==> src/rtl/tx_sr_pkg.sv <==
// -----------------------------------------------------------------------------
// tx_sr_pkg
//
// Shared definitions for the transmit shift controller (tx_sr) and its
// parallel-to-serial shift register.
//
//   tx_state_t      : controller states (IDLE, DATA, ACK, DONE)
//   BYTE_BITS       : bits per byte on the serial line
//   ACK_BIT         : SDA level the receiver drives for an acknowledge
//   NACK_BIT        : SDA level seen for a not-acknowledge (line released)
//   byte_cnt_width(): width of the byte counter, never narrower than 1 bit
// -----------------------------------------------------------------------------
package tx_sr_pkg;

  typedef enum logic [1:0] {
    IDLE = 2'd0,
    DATA = 2'd1,
    ACK  = 2'd2,
    DONE = 2'd3
  } tx_state_t;

  localparam int   BYTE_BITS = 8;
  localparam logic ACK_BIT   = 1'b0;
  localparam logic NACK_BIT  = 1'b1;

  // $clog2(1) is 0, so a single-byte build still gets a 1-bit counter.
  function automatic int byte_cnt_width(input int num_bytes);
    return (num_bytes > 1) ? $clog2(num_bytes) : 1;
  endfunction

endpackage

==> src/rtl/tx_sr_flex_pts_sr.sv <==
// -----------------------------------------------------------------------------
// flex_pts_sr
//
// Parameterised parallel-to-serial shift register, the transmit-side twin of
// flex_stp_sr. Load has priority over shift. Shifting moves toward the MSB
// with zero fill, so serial_out always presents the most significant bit.
//
// Ports:
//   clk          in   system clock
//   n_rst        in   asynchronous active-low reset (register cleared to 0)
//   load_enable  in   capture parallel_in
//   shift_enable in   shift left by one, zero fill
//   parallel_in  in   NUM_BITS-wide word to load
//   serial_out   out  current MSB of the register
// -----------------------------------------------------------------------------
module flex_pts_sr #(
  parameter int NUM_BITS = 8
) (
  input  logic                clk,
  input  logic                n_rst,
  input  logic                load_enable,
  input  logic                shift_enable,
  input  logic [NUM_BITS-1:0] parallel_in,
  output logic                serial_out
);

  logic [NUM_BITS-1:0] r_data;

  always_ff @(posedge clk or negedge n_rst) begin
    if (!n_rst) begin
      r_data <= '0;
    end else if (load_enable) begin
      r_data <= parallel_in;
    end else if (shift_enable) begin
      r_data <= {r_data[NUM_BITS-2:0], 1'b0};
    end
  end

  assign serial_out = r_data[NUM_BITS-1];

endmodule

==> src/rtl/tx_sr.sv <==
// -----------------------------------------------------------------------------
// tx_sr
//
// Transmit-side shift controller for the serial data line. Loads a
// NUM_BYTES*8-bit word and drives it MSB-first on SDA, one bit per SCL
// falling-edge pulse. After each byte SDA is released for an acknowledge
// slot; the receiver's level is captured on the SCL rising edge.
//
// Optional feature (compile-time macro TX_SR_NACK_ABORT_EN):
//   defined   : a NACK ends the transfer at the falling edge closing that
//               acknowledge slot; remaining bytes are not sent.
//   undefined : a NACK only sets the sticky nack flag; all bytes are sent.
//
// Ports:
//   clk                in   system clock
//   n_rst              in   asynchronous active-low reset
//   load               in   one-cycle start request, honoured only in IDLE
//   tx_data            in   payload, bit [NUM_BYTES*8-1] sent first
//   tx_enable          in   0 = ignore edge pulses, hold everything
//   falling_edge_found in   one-cycle SCL falling-edge pulse
//   rising_edge_found  in   one-cycle SCL rising-edge pulse
//   sda_in             in   synchronised SDA, sampled in the ACK slot
//   sda_out            out  SDA drive value, 1 = released
//   busy               out  high in DATA and ACK
//   done               out  one-cycle pulse at transfer end
//   nack               out  sticky NACK flag for the current/last transfer
//   dbg_state          out  current controller state (tx_state_t encoding)
//
// Handshake: load is a request without backpressure. It is accepted only in
// the cycle it is seen in IDLE; busy then rises the next cycle, and done
// pulses once (with busy already low) when the transfer completes. A load
// seen while not IDLE is dropped, never queued.
// -----------------------------------------------------------------------------
module tx_sr
  import tx_sr_pkg::*;
#(
  parameter int NUM_BYTES = 16
) (
  input  logic                   clk,
  input  logic                   n_rst,
  input  logic                   load,
  input  logic [NUM_BYTES*8-1:0] tx_data,
  input  logic                   tx_enable,
  input  logic                   falling_edge_found,
  input  logic                   rising_edge_found,
  input  logic                   sda_in,
  output logic                   sda_out,
  output logic                   busy,
  output logic                   done,
  output logic                   nack,
  output logic [1:0]             dbg_state
);

  localparam int             BCW       = byte_cnt_width(NUM_BYTES);
  localparam logic [BCW-1:0] LAST_BYTE = BCW'(NUM_BYTES - 1);
  localparam logic [2:0]     LAST_BIT  = 3'(BYTE_BITS - 1);

  tx_state_t      r_state;
  tx_state_t      w_next_state;
  logic [2:0]     r_bit_cnt;
  logic [BCW-1:0] r_byte_cnt;
  logic           r_nack;

  logic w_fall;
  logic w_rise;
  logic w_abort;
  logic w_sr_load;
  logic w_sr_shift;
  logic w_sr_msb;
  logic w_bit_clr;
  logic w_bit_inc;
  logic w_byte_clr;
  logic w_byte_inc;
  logic w_nack_clr;
  logic w_ack_cap;

  // Edge pulses only count while enabled. A falling pulse wins over a
  // coincident rising pulse, which is simply dropped.
  assign w_fall = falling_edge_found & tx_enable;
  assign w_rise = rising_edge_found & tx_enable & ~falling_edge_found;

  // ---------------------------------------------------------------------------
  // Acknowledge level of the current slot. Cleared on entry to ACK so a slot
  // without any rising edge reads as an acknowledge.
  // ---------------------------------------------------------------------------
`ifdef TX_SR_NACK_ABORT_EN
  logic r_ack_bit;

  always_ff @(posedge clk or negedge n_rst) begin
    if (!n_rst) begin
      r_ack_bit <= ACK_BIT;
    end else if (r_state == DATA && w_next_state == ACK) begin
      r_ack_bit <= ACK_BIT;
    end else if (w_ack_cap) begin
      r_ack_bit <= sda_in;
    end
  end

  assign w_abort = (r_ack_bit == NACK_BIT);
`else
  assign w_abort = 1'b0;
`endif

  // ---------------------------------------------------------------------------
  // State register
  // ---------------------------------------------------------------------------
  always_ff @(posedge clk or negedge n_rst) begin
    if (!n_rst) begin
      r_state <= IDLE;
    end else begin
      r_state <= w_next_state;
    end
  end

  // ---------------------------------------------------------------------------
  // Next-state and datapath controls
  // ---------------------------------------------------------------------------
  always_comb begin
    w_next_state = r_state;
    w_sr_load    = 1'b0;
    w_sr_shift   = 1'b0;
    w_bit_clr    = 1'b0;
    w_bit_inc    = 1'b0;
    w_byte_clr   = 1'b0;
    w_byte_inc   = 1'b0;
    w_nack_clr   = 1'b0;
    w_ack_cap    = 1'b0;

    case (r_state)
      IDLE: begin
        if (load) begin
          w_sr_load    = 1'b1;
          w_bit_clr    = 1'b1;
          w_byte_clr   = 1'b1;
          w_nack_clr   = 1'b1;
          w_next_state = DATA;
        end
      end

      DATA: begin
        if (w_fall) begin
          if (r_bit_cnt == LAST_BIT) begin
            // Last bit of the byte stays on the line until the ACK slot
            // starts; the register is not shifted here.
            w_bit_clr    = 1'b1;
            w_next_state = ACK;
          end else begin
            w_sr_shift = 1'b1;
            w_bit_inc  = 1'b1;
          end
        end
      end

      ACK: begin
        if (w_fall) begin
          if (w_abort || r_byte_cnt == LAST_BYTE) begin
            w_next_state = DONE;
          end else begin
            // Shift past the final bit of the byte just sent so the next
            // byte's MSB is on top when DATA resumes.
            w_sr_shift   = 1'b1;
            w_byte_inc   = 1'b1;
            w_next_state = DATA;
          end
        end else if (w_rise) begin
          w_ack_cap = 1'b1;
        end
      end

      DONE: begin
        w_next_state = IDLE;
      end

      default: begin
        w_next_state = IDLE;
      end
    endcase
  end

  // ---------------------------------------------------------------------------
  // Counters and sticky NACK
  // ---------------------------------------------------------------------------
  always_ff @(posedge clk or negedge n_rst) begin
    if (!n_rst) begin
      r_bit_cnt <= 3'd0;
    end else if (w_bit_clr) begin
      r_bit_cnt <= 3'd0;
    end else if (w_bit_inc) begin
      r_bit_cnt <= r_bit_cnt + 3'd1;
    end
  end

  always_ff @(posedge clk or negedge n_rst) begin
    if (!n_rst) begin
      r_byte_cnt <= '0;
    end else if (w_byte_clr) begin
      r_byte_cnt <= '0;
    end else if (w_byte_inc) begin
      r_byte_cnt <= r_byte_cnt + BCW'(1);
    end
  end

  always_ff @(posedge clk or negedge n_rst) begin
    if (!n_rst) begin
      r_nack <= 1'b0;
    end else if (w_nack_clr) begin
      r_nack <= 1'b0;
    end else if (w_ack_cap && sda_in == NACK_BIT) begin
      r_nack <= 1'b1;
    end
  end

  // ---------------------------------------------------------------------------
  // Payload shift register
  // ---------------------------------------------------------------------------
  flex_pts_sr #(
    .NUM_BITS (NUM_BYTES * BYTE_BITS)
  ) u_pts_sr (
    .clk          (clk),
    .n_rst        (n_rst),
    .load_enable  (w_sr_load),
    .shift_enable (w_sr_shift),
    .parallel_in  (tx_data),
    .serial_out   (w_sr_msb)
  );

  // ---------------------------------------------------------------------------
  // Outputs. Everything here is decoded from flops only, so SDA never sees a
  // combinational path from the module inputs.
  // ---------------------------------------------------------------------------
  assign sda_out   = (r_state == DATA) ? w_sr_msb : 1'b1;
  assign busy      = (r_state == DATA) || (r_state == ACK);
  assign done      = (r_state == DONE);
  assign nack      = r_nack;
  assign dbg_state = r_state;

endmodule

==> config.mk <==
export PLATFORM = sky130hd
export DESIGN_NAME = tx_sr
export DESIGN_NICKNAME = d
export VERILOG_FILES = /design/src/rtl/tx_sr_pkg.sv /design/src/rtl/tx_sr_flex_pts_sr.sv /design/src/rtl/tx_sr.sv
export SDC_FILE = /design/constraint.sdc
export NUM_CORES = 1
export LEC_CHECK = 0
export ABC_AREA = 1
export BUFFER_PORTS_ARGS = -buffer_cell sky130_fd_sc_hd__buf_2
export CAP_MARGIN = 5
export CORE_ASPECT_RATIO = 1.75
export CORE_MARGIN = 1.5
export CORE_UTILIZATION = 56
export DETAILED_ROUTE_END_ITERATION = 8
export PLACE_DENSITY = 0.81
export RECOVER_POWER = 50
export SYNTH_ARGS = -nofsm -noshare
export SYNTH_HDL_FRONTEND = slang
export SYNTH_SLANG_ARGS = --single-unit
export TNS_END_PERCENT = 30
==> constraint.sdc <==
create_clock -name clk -period 2.64 [get_ports clk]
set_clock_uncertainty 0.1 [all_clocks]
set_input_delay 0.264 -clock clk [delete_from_list [all_inputs] [get_ports clk]]
set_output_delay 0.264 -clock clk [all_outputs]
set_load 0.01 [all_outputs]
### After elaboration in Yosys (flattened, before gate mapping)

Index checks and enable logic that the tools add are counted.

| storage, ports and cells | value |
|---|---|
| output and inout port bits | 6 |
| word-level logic and storage cells | 58 |
| register bits after elaboration | 138 |
| input port bits | 135 |

| operators by class | value |
|---|---|
| bitwise logic cells | 4 |
| muxes and demuxes | 30 |
| eq/ne operators | 9 |
| add/sub/neg operators | 2 |
| reduce and logical (&&, ||, !) cells | 8 |

Operators by type and width:

| kind | count |
|---|---|
| two-way mux 128 bit | 2 |
| two-way mux 1 bit | 16 |
| two-way mux 2 bit | 5 |
| two-way mux 4 bit | 2 |
| != test 2 bit, second input constant | 4 |
| case mux 2 bit (4 select lines) | 1 |
| nonzero test 2 bit | 4 |
| two-way mux 3 bit | 2 |
| adder 4 x 1 -> 4 bit, second input constant | 1 |
| == test 2 bit, second input constant | 2 |
| == test 4 bit, second input constant | 1 |
| case mux 1 bit (2 select lines) | 2 |
| AND reduction 4 bit | 1 |
| adder 3 x 1 -> 3 bit, second input constant | 1 |
| AND 1 bit | 3 |
| == test 3 bit, second input constant | 1 |
| == test 2 x 1 -> 1 bit, second input constant | 1 |
| logical NOT 2 bit | 1 |
| logical AND 1 bit | 1 |
| logical OR 1 bit | 1 |
| NOT 1 bit | 1 |

### Logic depth before layout (Yosys ltp)

Gate-level depths: netlist of the first run.

| depth | value |
|---|---|
| depth after elaboration | 8 |
| depth in mapped cells | 11 |
| depth with buffers taken out | 9 |

### Modules after synthesis

Synthesis of the first run repeated with hierarchy kept, for this count alone.

| unflattened totals | value |
|---|---|
| cells, all modules | 783 |
| area, all modules | 6404.9 µm² |

Modules (own cells, without submodules):

| module | seq. area each (µm²) | area each (µm²) | times used | cells an instance |
|---|---|---|---|---|
| flex_pts_sr | 3203.1 | 5721.7 | 1 | 696 |
| tx_sr | 250.2 | 683.2 | 1 | 87 |

### Worst setup path before layout of the first run

OpenSTA, ideal clock, no wires.

| timing path | value |
|---|---|
| path type | reg-to-reg |
| from | register r_state[0] (netlist: dbg_state[0]) |
| to | register u_pts_sr.r_data[50] |
| arrival time | 1704 ps |
| cell stages (with the launch flop) | 11 |
| slack | 719 ps |
| library setup time | 116 ps |
| clock period less this slack | 1921 ps |
| required time | 2424 ps |
| buffers on the path | 3 |
| cell sequence | dfrtp_1 > inv_1 > ha_1 > nand2_2 > inv_2 > or2_1 > buf_4 > buf_6 > buf_4 > nand3_1 > nand2_1 |

| between the ends | value |
|---|---|
| cells in the longest elaborated chain, start to end | 3 |
| elaborated cells between the ends (all ways) | 7 |
| those cells by class | eq/ne: 2; mux: 3; reduce/logical: 2 |

Ends and longest elaborated chain:

| element | RTL line | text |
|---|---|---|
| start: declaration | tx_sr.sv:58 | `tx_state_t r_state;` |
| start signal: assignment | tx_sr.sv:111 | `r_state <= w_next_state;` |
| == test 2 bit, or another cell as far along | tx_sr.sv:129 | `case (r_state)` |
| case mux 1 bit (2 select lines) or two-way mux 1 bit (tied branches) | tx_sr.sv:129 |  |
| nonzero test 2 bit (no source line) or two-way mux 128 bit (tied branches) | n/a |  |
| end signal: assignment | tx_sr_flex_pts_sr.sv:33 | `r_data <= parallel_in;` |
| end signal: assignment | tx_sr_flex_pts_sr.sv:35 | `r_data <= {r_data[NUM_BITS-2:0], 1'b0};` |
| end: declaration | tx_sr_flex_pts_sr.sv:27 | `logic [NUM_BITS-1:0] r_data;` |

Parallel ways exist; a longest one is shown, timed or not.
A chain may end at the register's enable or synchronous reset.

### Worst setup path after layout of the first run

| timing path | value |
|---|---|
| from | register r_bit_cnt[0] |
| to | register u_pts_sr.r_data[83] |

| between the ends | value |
|---|---|
| cells in the longest elaborated chain, start to end | 5 |

Ends and longest elaborated chain:

| element | RTL line | text |
|---|---|---|
| start: declaration | tx_sr.sv:60 | `logic [2:0] r_bit_cnt;` |
| start signal: assignment | tx_sr.sv:189 | `r_bit_cnt <= r_bit_cnt + 3'd1;` |
| == test 3 bit | tx_sr.sv:142 | `if (r_bit_cnt == LAST_BIT) begin` |
| two-way mux 1 bit | tx_sr.sv:142 |  |
| two-way mux 1 bit | tx_sr.sv:141 | `if (w_fall) begin` |
| case mux 1 bit (2 select lines) | tx_sr.sv:129 |  |
| nonzero test 2 bit (no source line) | n/a |  |

No other way between the ends.

==> results.json, run 1 <==
{
  "run_status": "completed",
  "rows": 55,
  "period_minus_slack_ns": 2.24,
  "swShare": 0.421,
  "leakagePower_nw": 5.13,
  "r2r_cells": 8,
  "fp.dieH_um": 154,
  "period_share": 0.848,
  "ys_ff_latch": 138,
  "hold_class": "input port to flip-flop",
  "dp_cells": 1301,
  "place_area_um2": 8010,
  "cp_slowest_cell": "buf_12",
  "die_area_um2": 13700,
  "whs_ns": 0.0622,
  "min_path_cells": 5,
  "power.density_nw_per_um2": 1130,
  "coreArea_um2": 12800,
  "fin_cells": 1335,
  "initial_utilization": 0.569,
  "seq_area_frac_synth": 0.474,
  "grt_pass1_vias": 6627,
  "tightest_slew_ns": 1.11,
  "path_class": "flip-flop to flip-flop",
  "design_area_um2": 8630,
  "avgSynthCellArea_um2": 6.95,
  "endpoint_kind": "flip-flop",
  "syn_inst": 1047,
  "path_max_fanout": 127,
  "finalPower_mw": 9.73,
  "rsz0062_at_grt": "no",
  "gp_congestion": 0.839,
  "seqPwrFrac": 0.331,
  "area_growth_pct": 18.6,
  "clock_sinks": 138,
  "dp_hpwl_mm": 10.5,
  "p_comb_frac": 0.417,
  "antenna_found_initial": 1,
  "diodes": 0,
  "cts_root_buf": "clkbuf_16",
  "port_buffers": 140,
  "drv_cap": 0,
  "min_from": "tx_data[104]",
  "switching_power_mw": 4.10,
  "dpl_worst_slack_ns": 0.488,
  "ys_types": 21,
  "hold_end": "u_pts_sr.r_data[104]",
  "max_freq_mhz": 447,
  "synth_nets": 1190,
  "ir_worst_vdd_v": 0.000901,
  "postRouteAntennaNets": 0,
  "cp_cell_sequence": "ha_1 > ha_1 > nor2_1 > nand2_1 > nand3_4 > buf_12 > nand3_1 > nand2_1",
  "r2r_end": "u_pts_sr.r_data[83]",
  "final_util": 0.675,
  "cts_setup_buffers": 0,
  "final_layout_size_suffix_gt1_frac": 0.161,
  "wl_mm": 17.4,
  "yosysWarnings": 0,
  "setup_ws_ns": 0.400,
  "clk_latency_ns": 0.42,
  "drt_iter0_markers": 403,
  "wl_per_cell_um": 13.0,
  "setup_viol": 0,
  "cts_tree": "built",
  "drv_slew": 0,
  "cts_buffers": 17,
  "htree_levels": 4,
  "ios": 141,
  "worstPathArrival_ns": 2.49,
  "cts_buffer_depth": 2,
  "hold_viol": 0,
  "vias": 6855,
  "grt_remaining_overflow": 0,
  "vias_per_cell": 5.13,
  "fill_cells": 1156,
  "grt_pass1_wl_mm": 29.0,
  "track_usage": 0.268,
  "slew_headroom": 0.259,
  "setup-tns-final_ns": 0,
  "fin_nets": 1294,
  "cp_slowest_stage_delay_ns": 0.44,
  "firstDrtPassIters": 5,
  "worstPathRequired_ns": 2.89,
  "syn_area_um2": 7280,
  "rr_startpoint": "r_bit_cnt[0]",
  "startpoint_type": "flip-flop",
  "die_w_um": 89.2,
  "regToRegSetupSlack_ns": 0.40,
  "drc": 0,
  "grt_max_degree": 130,
  "power.internal_mw": 5.64,
  "clkPwrFrac": 0.252,
  "cts.clk_slew.worst_paths_ns": 0.06
}
==> worst max path at each step <==
stage,startpoint,to
floorplan,dbg_state[0],u_pts_sr.r_data[50]
global placement,r_bit_cnt[0],u_pts_sr.r_data[119]
detailed placement,dbg_state[0],u_pts_sr.r_data[99]
CTS,dbg_state[0],u_pts_sr.r_data[124]
global route,dbg_state[0],u_pts_sr.r_data[83]
finish,r_bit_cnt[0],u_pts_sr.r_data[83]
==> sequential cells by signal, indices dropped and copies added, names as in the netlist <==
signal and cells:
nack 1, u_pts_sr.r_data 128, dbg_state 2, r_bit_cnt 3, r_byte_cnt 4
==> placed cells by master (no fill, tap or decap), types with 4 or more instances in the layout <==
master / instances
a21oi_1: 6
buf_12: 7
buf_2: 136
buf_4: 6
clkbuf_1: 5
clkbuf_16: 17
clkinvlp_4: 4
dfrtp_1: 138
ha_1: 8
inv_1: 11
nand2_1: 660
nand3_1: 134
nor2_1: 4
o21ai_0: 5
==> worst max-delay path: cells and delay by family, from the launching register on <==
| family | cells | cell delay (ns) |
|---|---|---|
| adders and majority gates | 2 | 0.43 |
| and+or+nand+nor | 5 | 0.74 |
| buffers and inverters | 1 | 0.44 |
| DFF | 1 | 0.40 |
==> layer usage <==
metal | share of wire | GRT usage
met5 | 0.00058 | 0
met3 | 0.041 | 0.0537
met4 | 0.022 | 0.108
met1 | 0.40 | 0.303
met2 | 0.54 | 0.479
==> layout make-up <==
cell class | instances | area (um2) | area share
multi-input cells | 827 | 3410 | 0.395
clock buffers | 19 | 443 | 0.0513
flip-flops and latches | 138 | 3450 | 0.400
well taps | 171 | 214 | 0.0248
repair buffers | 155 | 901 | 0.104
inverters | 12 | 47.5 | 0.00551
clock inverters | 13 | 169 | 0.0196
==> kinds of logic (layout without fill, tap and decap cells) <==
logic type,count (synthesis),count (layout),synth area share
and+or+nand+nor,806,806,0.441
DFF,138,138,0.474
buffers and inverters,82,199,0.0607
AOI/OAI and AO/OA,12,12,0.00859
adders and majority gates,8,8,0.0138
xor gates and xnor gates,1,1,0.00120
==> power by group through the flow <==
stage | Clock [mW] | Sequential, mW | Combinational, mW
global route | 2.58 | 3.29 | 4.64
CTS | 2.48 | 3.21 | 4.10
finish | 2.45 | 3.22 | 4.06
global placement | 0 | 3.21 | 4.00
detailed placement | 0 | 3.22 | 4.09
floorplan | 0 | 3.14 | 3.25
==> cells in the mapped netlist (all sizes together) <==
cell type | instances | area (um2)
inv | 12 | 45.0
nand4 | 1 | 6.26
a21oi | 6 | 30.0
buf | 52 | 329
ha | 8 | 100
nor3 | 1 | 5.00
or2 | 3 | 18.8
o21a | 1 | 7.51
dfrtp | 138 | 3450
o21ai | 5 | 25.0
nor2 | 4 | 15.0
nand3 | 135 | 681
clkbuf | 18 | 67.6
nand2 | 662 | 2490
xor2 | 1 | 8.76
==> what timing repair did <==
item | CTS | global route
hold endpoints to repair | 110 | 0
hold buffers | 2 | 0
resized for setup | 0 | 0
(Power assumes the default switching activity.)
==> inputs of run 2 (changes only) <==
Clock period 2.64 ns to 2.2 ns, I/O delays scaled along.
==> run 2 against run 1 <==
Compared with the run above: sequential share of layout area is 0.28 points lower; non-clock buffer count is 4 higher; cell count is 0.30% higher; via count is 0.98% higher; wire length is 0.34% higher; flip-flop and latch count stayed put; critical endpoint is now u_pts_sr.r_data[77]; highest routed layer is now met4.
==> results.json, run 2 (synthesis gave the netlist of run 1 again) <==
{
  "run_status": "completed",
  "coreArea_um2": 12800,
  "htree_levels": 4,
  "antenna_found_initial": 0,
  "die_w_um": 89.2,
  "power.internal_mw": 6.81,
  "cts_buffer_depth": 2,
  "setup_viol": 0,
  "final_common_cell": "nand2_1",
  "firstDrtPassIters": 5,
  "cts_root_buf": "clkbuf_16",
  "max_freq_mhz": 480,
  "worstPathRequired_ns": 2.45,
  "clkPwrFrac": 0.246,
  "gp_congestion": 0.819,
  "rows": 55,
  "grt_pass1_vias": 6796,
  "fin_nets": 1298,
  "path_max_fanout": 129,
  "drv_cap": 0,
  "slew_headroom": 0.0889,
  "startpoint_type": "flip-flop",
  "switching_power_mw": 4.95,
  "track_usage": 0.270,
  "setup-tns-final_ns": 0,
  "dp_hpwl_mm": 10.7,
  "final_layout_size_suffix_gt1_frac": 0.169,
  "swShare": 0.421,
  "fin_cells": 1339,
  "port_buffers": 140,
  "layout_common_cells": "nand2_1 (659), buf_2 (139), dfrtp_1 (138), nand3_1 (134), clkbuf_16 (17)",
  "power.density_nw_per_um2": 1350,
  "dp_cells": 1305,
  "leakagePower_nw": 5.17,
  "hold_viol": 0,
  "grt_remaining_overflow": 0,
  "vias_per_cell": 5.17,
  "wl_per_cell_um": 13.0,
  "period_share": 0.948,
  "postRouteAntennaNets": 0,
  "p_comb_frac": 0.427,
  "drt_iter0_markers": 356,
  "ios": 141,
  "ir_worst_vdd_v": 0.00105,
  "die_area_um2": 13700,
  "initial_utilization": 0.569,
  "largest_reg_flops": 128,
  "period_minus_slack_ns": 2.09,
  "diodes": 0,
  "worstPathArrival_ns": 2.33,
  "fill_cells": 1141,
  "hold_class": "input port to flip-flop",
  "area_growth_pct": 19.5,
  "fp.dieH_um": 154,
  "drv_slew": 0,
  "grt_max_degree": 130,
  "regMostFlops": "u_pts_sr.r_data",
  "vias": 6922,
  "clk_latency_ns": 0.41,
  "rsz0062_at_grt": "yes",
  "reg_top3": "u_pts_sr.r_data: 128 flops, r_byte_cnt: 4 flops, r_bit_cnt: 3 flops",
  "cts_buffers": 17,
  "wl_mm": 17.4,
  "cts_tree": "built",
  "drc": 0,
  "seqPwrFrac": 0.328,
  "cts.clk_slew.worst_paths_ns": 0.06,
  "endpoint_kind": "flip-flop",
  "grt_pass1_wl_mm": 29.4,
  "path_class": "flip-flop to flip-flop",
  "tightest_slew_ns": 1.37,
  "clock_sinks": 138
}
==> run 2: layout make-up <==
class	instances	area, um2	area share
Sequential cell	138	3450	0.397
Multi-Input combinational cell	827	3420	0.393
Timing Repair Buffer	159	960	0.110
Clock buffer	17	425	0.0489
Tap cell	171	214	0.0246
Clock inverter	15	178	0.0204
Inverter	12	47.5	0.00547
==> run 2: what timing repair did <==
item | 4_1_cts | 5_1_grt
setup buffers | 0 | 0
endpoints found under the hold margin | 50 | 0
hold buffers | 2 | 0
setup endpoints to repair | 0 | 103
gates resized for setup | 0 | 5
==> run 2: per-layer routing <==
| metal | track usage | vias to the layer above | share of wire |
|---|---|---|---|
| met2 | 0.464 | 184 | 0.53 |
| met5 | 0 | - | 0 |
| met1 | 0.320 | 3243 | 0.41 |
| met4 | 0.132 | 0 | 0.031 |
| met3 | 0.0424 | 43 | 0.035 |
| li1 | - | 3452 | - |
==> run 2: worst max-delay path: stages, from the launching register on <==
cell     delay [ns]
dfrtp_1        0.42
inv_1          0.14
ha_1           0.24
nand2_4        0.09
inv_4          0.08
buf_16         0.33
nand2_1        0.19
nand2_1        0.10
nand3_1        0.08
nand2_1        0.11
==> run 2: power groups by stage <==
| stage | Sequential [mW] | Clock, mW | Combinational (mW) |
|---|---|---|---|
| floorplan | 3.77 | 0 | 3.90 |
| global placement | 3.84 | 0 | 4.88 |
| detailed placement | 3.87 | 0 | 4.98 |
| CTS | 3.84 | 2.93 | 5.01 |
| global route | 3.95 | 3.04 | 5.72 |
| finish | 3.85 | 2.89 | 5.02 |
==> run 2: path summary, 6_finish.rpt <==
kind / start / to / slack, ns / cells past startpoint
max: dbg_state[0] / u_pts_sr.r_data[77] / 0.11 / 9
min: falling_edge_found / nack / 0.02 / 3
max reg2reg: dbg_state[0] / u_pts_sr.r_data[77] / 0.11 / 9
min reg2reg: u_pts_sr.r_data[93] / u_pts_sr.r_data[93] / 0.37 / 2
max in group asynchronous: n_rst / u_pts_sr.r_data[69] / 0.30 / 3
min in group asynchronous: n_rst / nack / 0.56 / 2
==> run 2: stage by stage <==
| stage | utilization | cell area [um2] | power [mW] | setup slack [ns] | hold WS [ns] |
|---|---|---|---|---|---|
| 2_1_floorplan | - | 7280 | 7.67 | 0.279 | -0.176 |
| 3_3_place_gp | 0.629 | 8060 | 8.73 | 0.193 | 0.109 |
| 3_5_place_dp | 0.629 | 8060 | 8.84 | 0.108 | 0.110 |
| 4_1_cts | 0.678 | 8680 | 11.8 | 0.0774 | 0.0132 |
| 5_1_grt | 0.679 | 8700 | 12.7 | -0.0139 | 0.0348 |
| 6_report | 0.679 | 8700 | 11.8 | 0.115 | 0.0219 |
==> inputs of run 3 (changes only) <==
Settings changed: CORE_ASPECT_RATIO 1.75 to 1.5, CTS_CLUSTER_DIAMETER set to 30.
==> run 3 against run 2 <==
Compared with the run above: first-iteration DRC count shrank 2.0%; design area is 1.9% higher; cell count is 0.97% lower; critical path type unchanged.
==> results.json, run 3 (synthesis gave the netlist of run 1 again) <==
{
  "run_status": "completed",
  "tightest_slew_ns": 1.46,
  "final_util": 0.704,
  "grt_pass1_vias": 6483,
  "layout_common_cells": "nand2_1 (659), dfrtp_1 (138), buf_2 (138), nand3_1 (134), clkbuf_16 (19)",
  "htree_levels": 4,
  "drv_slew": 0,
  "cp_top_family": "buffers and inverters",
  "die_w_um": 96.1,
  "ir_worst_vdd_v": 0.000974,
  "clock_sinks": 138,
  "cts_buffers": 17,
  "worstPathArrival_ns": 2.36,
  "firstDrtPassIters": 5,
  "path_max_fanout": 52,
  "use_met1": 0.334,
  "grt_busiest_layer": "met2",
  "final_layout_size_suffix_gt1_frac": 0.170,
  "hold_viol": 0,
  "initial_utilization": 0.579,
  "power.density_nw_per_um2": 1400,
  "regMostFlops": "u_pts_sr.r_data",
  "clk_latency_ns": 0.41,
  "cts_root_buf": "clkbuf_16",
  "final_common_cell": "nand2_1",
  "max_freq_mhz": 472,
  "drv_cap": 0,
  "path_class": "flip-flop to flip-flop",
  "drc": 0,
  "setup_viol": 0,
  "grt_pass1_wl_mm": 28.8,
  "hold_class": "input port to flip-flop",
  "cp_slowest_stage_delay_ns": 0.45,
  "use_met2": 0.452,
  "grtUsageMet3": 0.0596,
  "cp_slowest_cell": "buf_4",
  "area_growth_pct": 21.7,
  "min_path_cells": 5,
  "drt_iter0_markers": 349,
  "port_buffers": 140,
  "grt_remaining_overflow": 0,
  "slew_headroom": 0.0263,
  "gp_congestion": 0.802,
  "antenna_found_initial": 0,
  "rows": 50,
  "path_depth": 8,
  "startpoint_type": "flip-flop",
  "period_minus_slack_ns": 2.12,
  "r2r_cells": 8,
  "endpoint_kind": "flip-flop",
  "reg_top3": "u_pts_sr.r_data: 128 flops, r_byte_cnt: 4 flops, r_bit_cnt: 3 flops",
  "cts_tree": "built",
  "cp_cell_sequence": "inv_1 > ha_1 > nand2_4 > inv_4 > or2_4 > buf_4 > nand3_1 > nand2_1",
  "wl_per_cell_um": 13.5,
  "cp_num_buf_inv": 3,
  "dp_hpwl_mm": 10.6,
  "cts.clk_slew.worst_paths_ns": 0.06,
  "postRouteAntennaNets": 0,
  "worstPathRequired_ns": 2.44,
  "cts_buffer_depth": 2,
  "grt_max_degree": 130,
  "largest_reg_flops": 128,
  "track_usage": 0.269,
  "fp.dieH_um": 143,
  "leakagePower_nw": 5.26,
  "die_area_um2": 13700,
  "wl_mm": 17.9,
  "coreArea_um2": 12600,
  "fin_nets": 1300,
  "diodes": 0,
  "period_share": 0.963,
  "vias": 6936,
  "ios": 141,
  "vias_per_cell": 5.23,
  "finalPower_mw": 12.4
}
==> run 3: cell count changes in the layout (fill, tap and decap cells not counted), moves of 3 or more <==
cell	change
bufinv_16	+4
buf_4	-3
clkinv_4	-3
clkinvlp_4	-3
inv_6	+3
==> run 3: per-layer routing <==
layer,up-vias,routed length (um)
li1,3468,-
met4,0,362
met5,-,0
met1,3223,7330
met2,217,9360
met3,28,875
==> run 3: layout make-up <==
| class | count | area [um2] |
|---|---|---|
| Fill cell | 1067 | 3720 |
| Sequential cell | 138 | 3450 |
| Inverter | 12 | 47.5 |
| Timing Repair Buffer | 161 | 1040 |
| Tap cell | 156 | 195 |
| Clock buffer | 18 | 439 |
| Clock inverter | 14 | 265 |
| Multi-Input combinational cell | 827 | 3420 |
==> run 3: worst paths after layout <==
kind	slack, ns	start	end
worst min register to register	0.37	u_pts_sr.r_data[62]	u_pts_sr.r_data[62]
worst max register to register	0.08	dbg_state[0]	u_pts_sr.r_data[83]
min in group asynchronous	0.60	n_rst	u_pts_sr.r_data[126]
worst max-delay path	0.08	dbg_state[0]	u_pts_sr.r_data[83]
max in group asynchronous	0.28	n_rst	u_pts_sr.r_data[42]
worst min-delay path	0.02	tx_data[21]	u_pts_sr.r_data[21]
==> run 3: where the power goes <==
group | total (mW) | internal [mW] | switching, mW
logic | 5.14 | 1.73 | 3.41
registers | 3.86 | 3.39 | 0.469
clock network | 3.41 | 2.28 | 1.13
total | 12.4 | 7.41 | 5.01
==> run 3: tightest hold or removal path, stage by stage <==
cell and delay, ns:
buf_2 0.07, nand2_1 0.04, nand2_1 0.05, nand3_1 0.07
nand2_1 0.06
==> run 3: through the flow <==
step	hold WS (ns)	cells	area, um2	setup TNS [ns]	setup WS (ns)
after floorplan	-0.176	1047	7280	0	0.279
after global placement	0.118	1289	8040	0	0.111
final	0.0230	1326	8860	0	0.0814
after detailed placement	0.117	1289	8040	0	0.0582
after CTS	0.00708	1323	8770	0	0.0522
after global routing	0.0391	1326	8860	-0.0192	-0.0192
==> run 3: timing repair <==
item                                    4_1_cts  5_1_grt
hold buffers                                  2        0
endpoints found under the setup margin        0      118
setup buffers                                 0        1
resized for setup                             0        8
hold endpoints to repair                     49        0
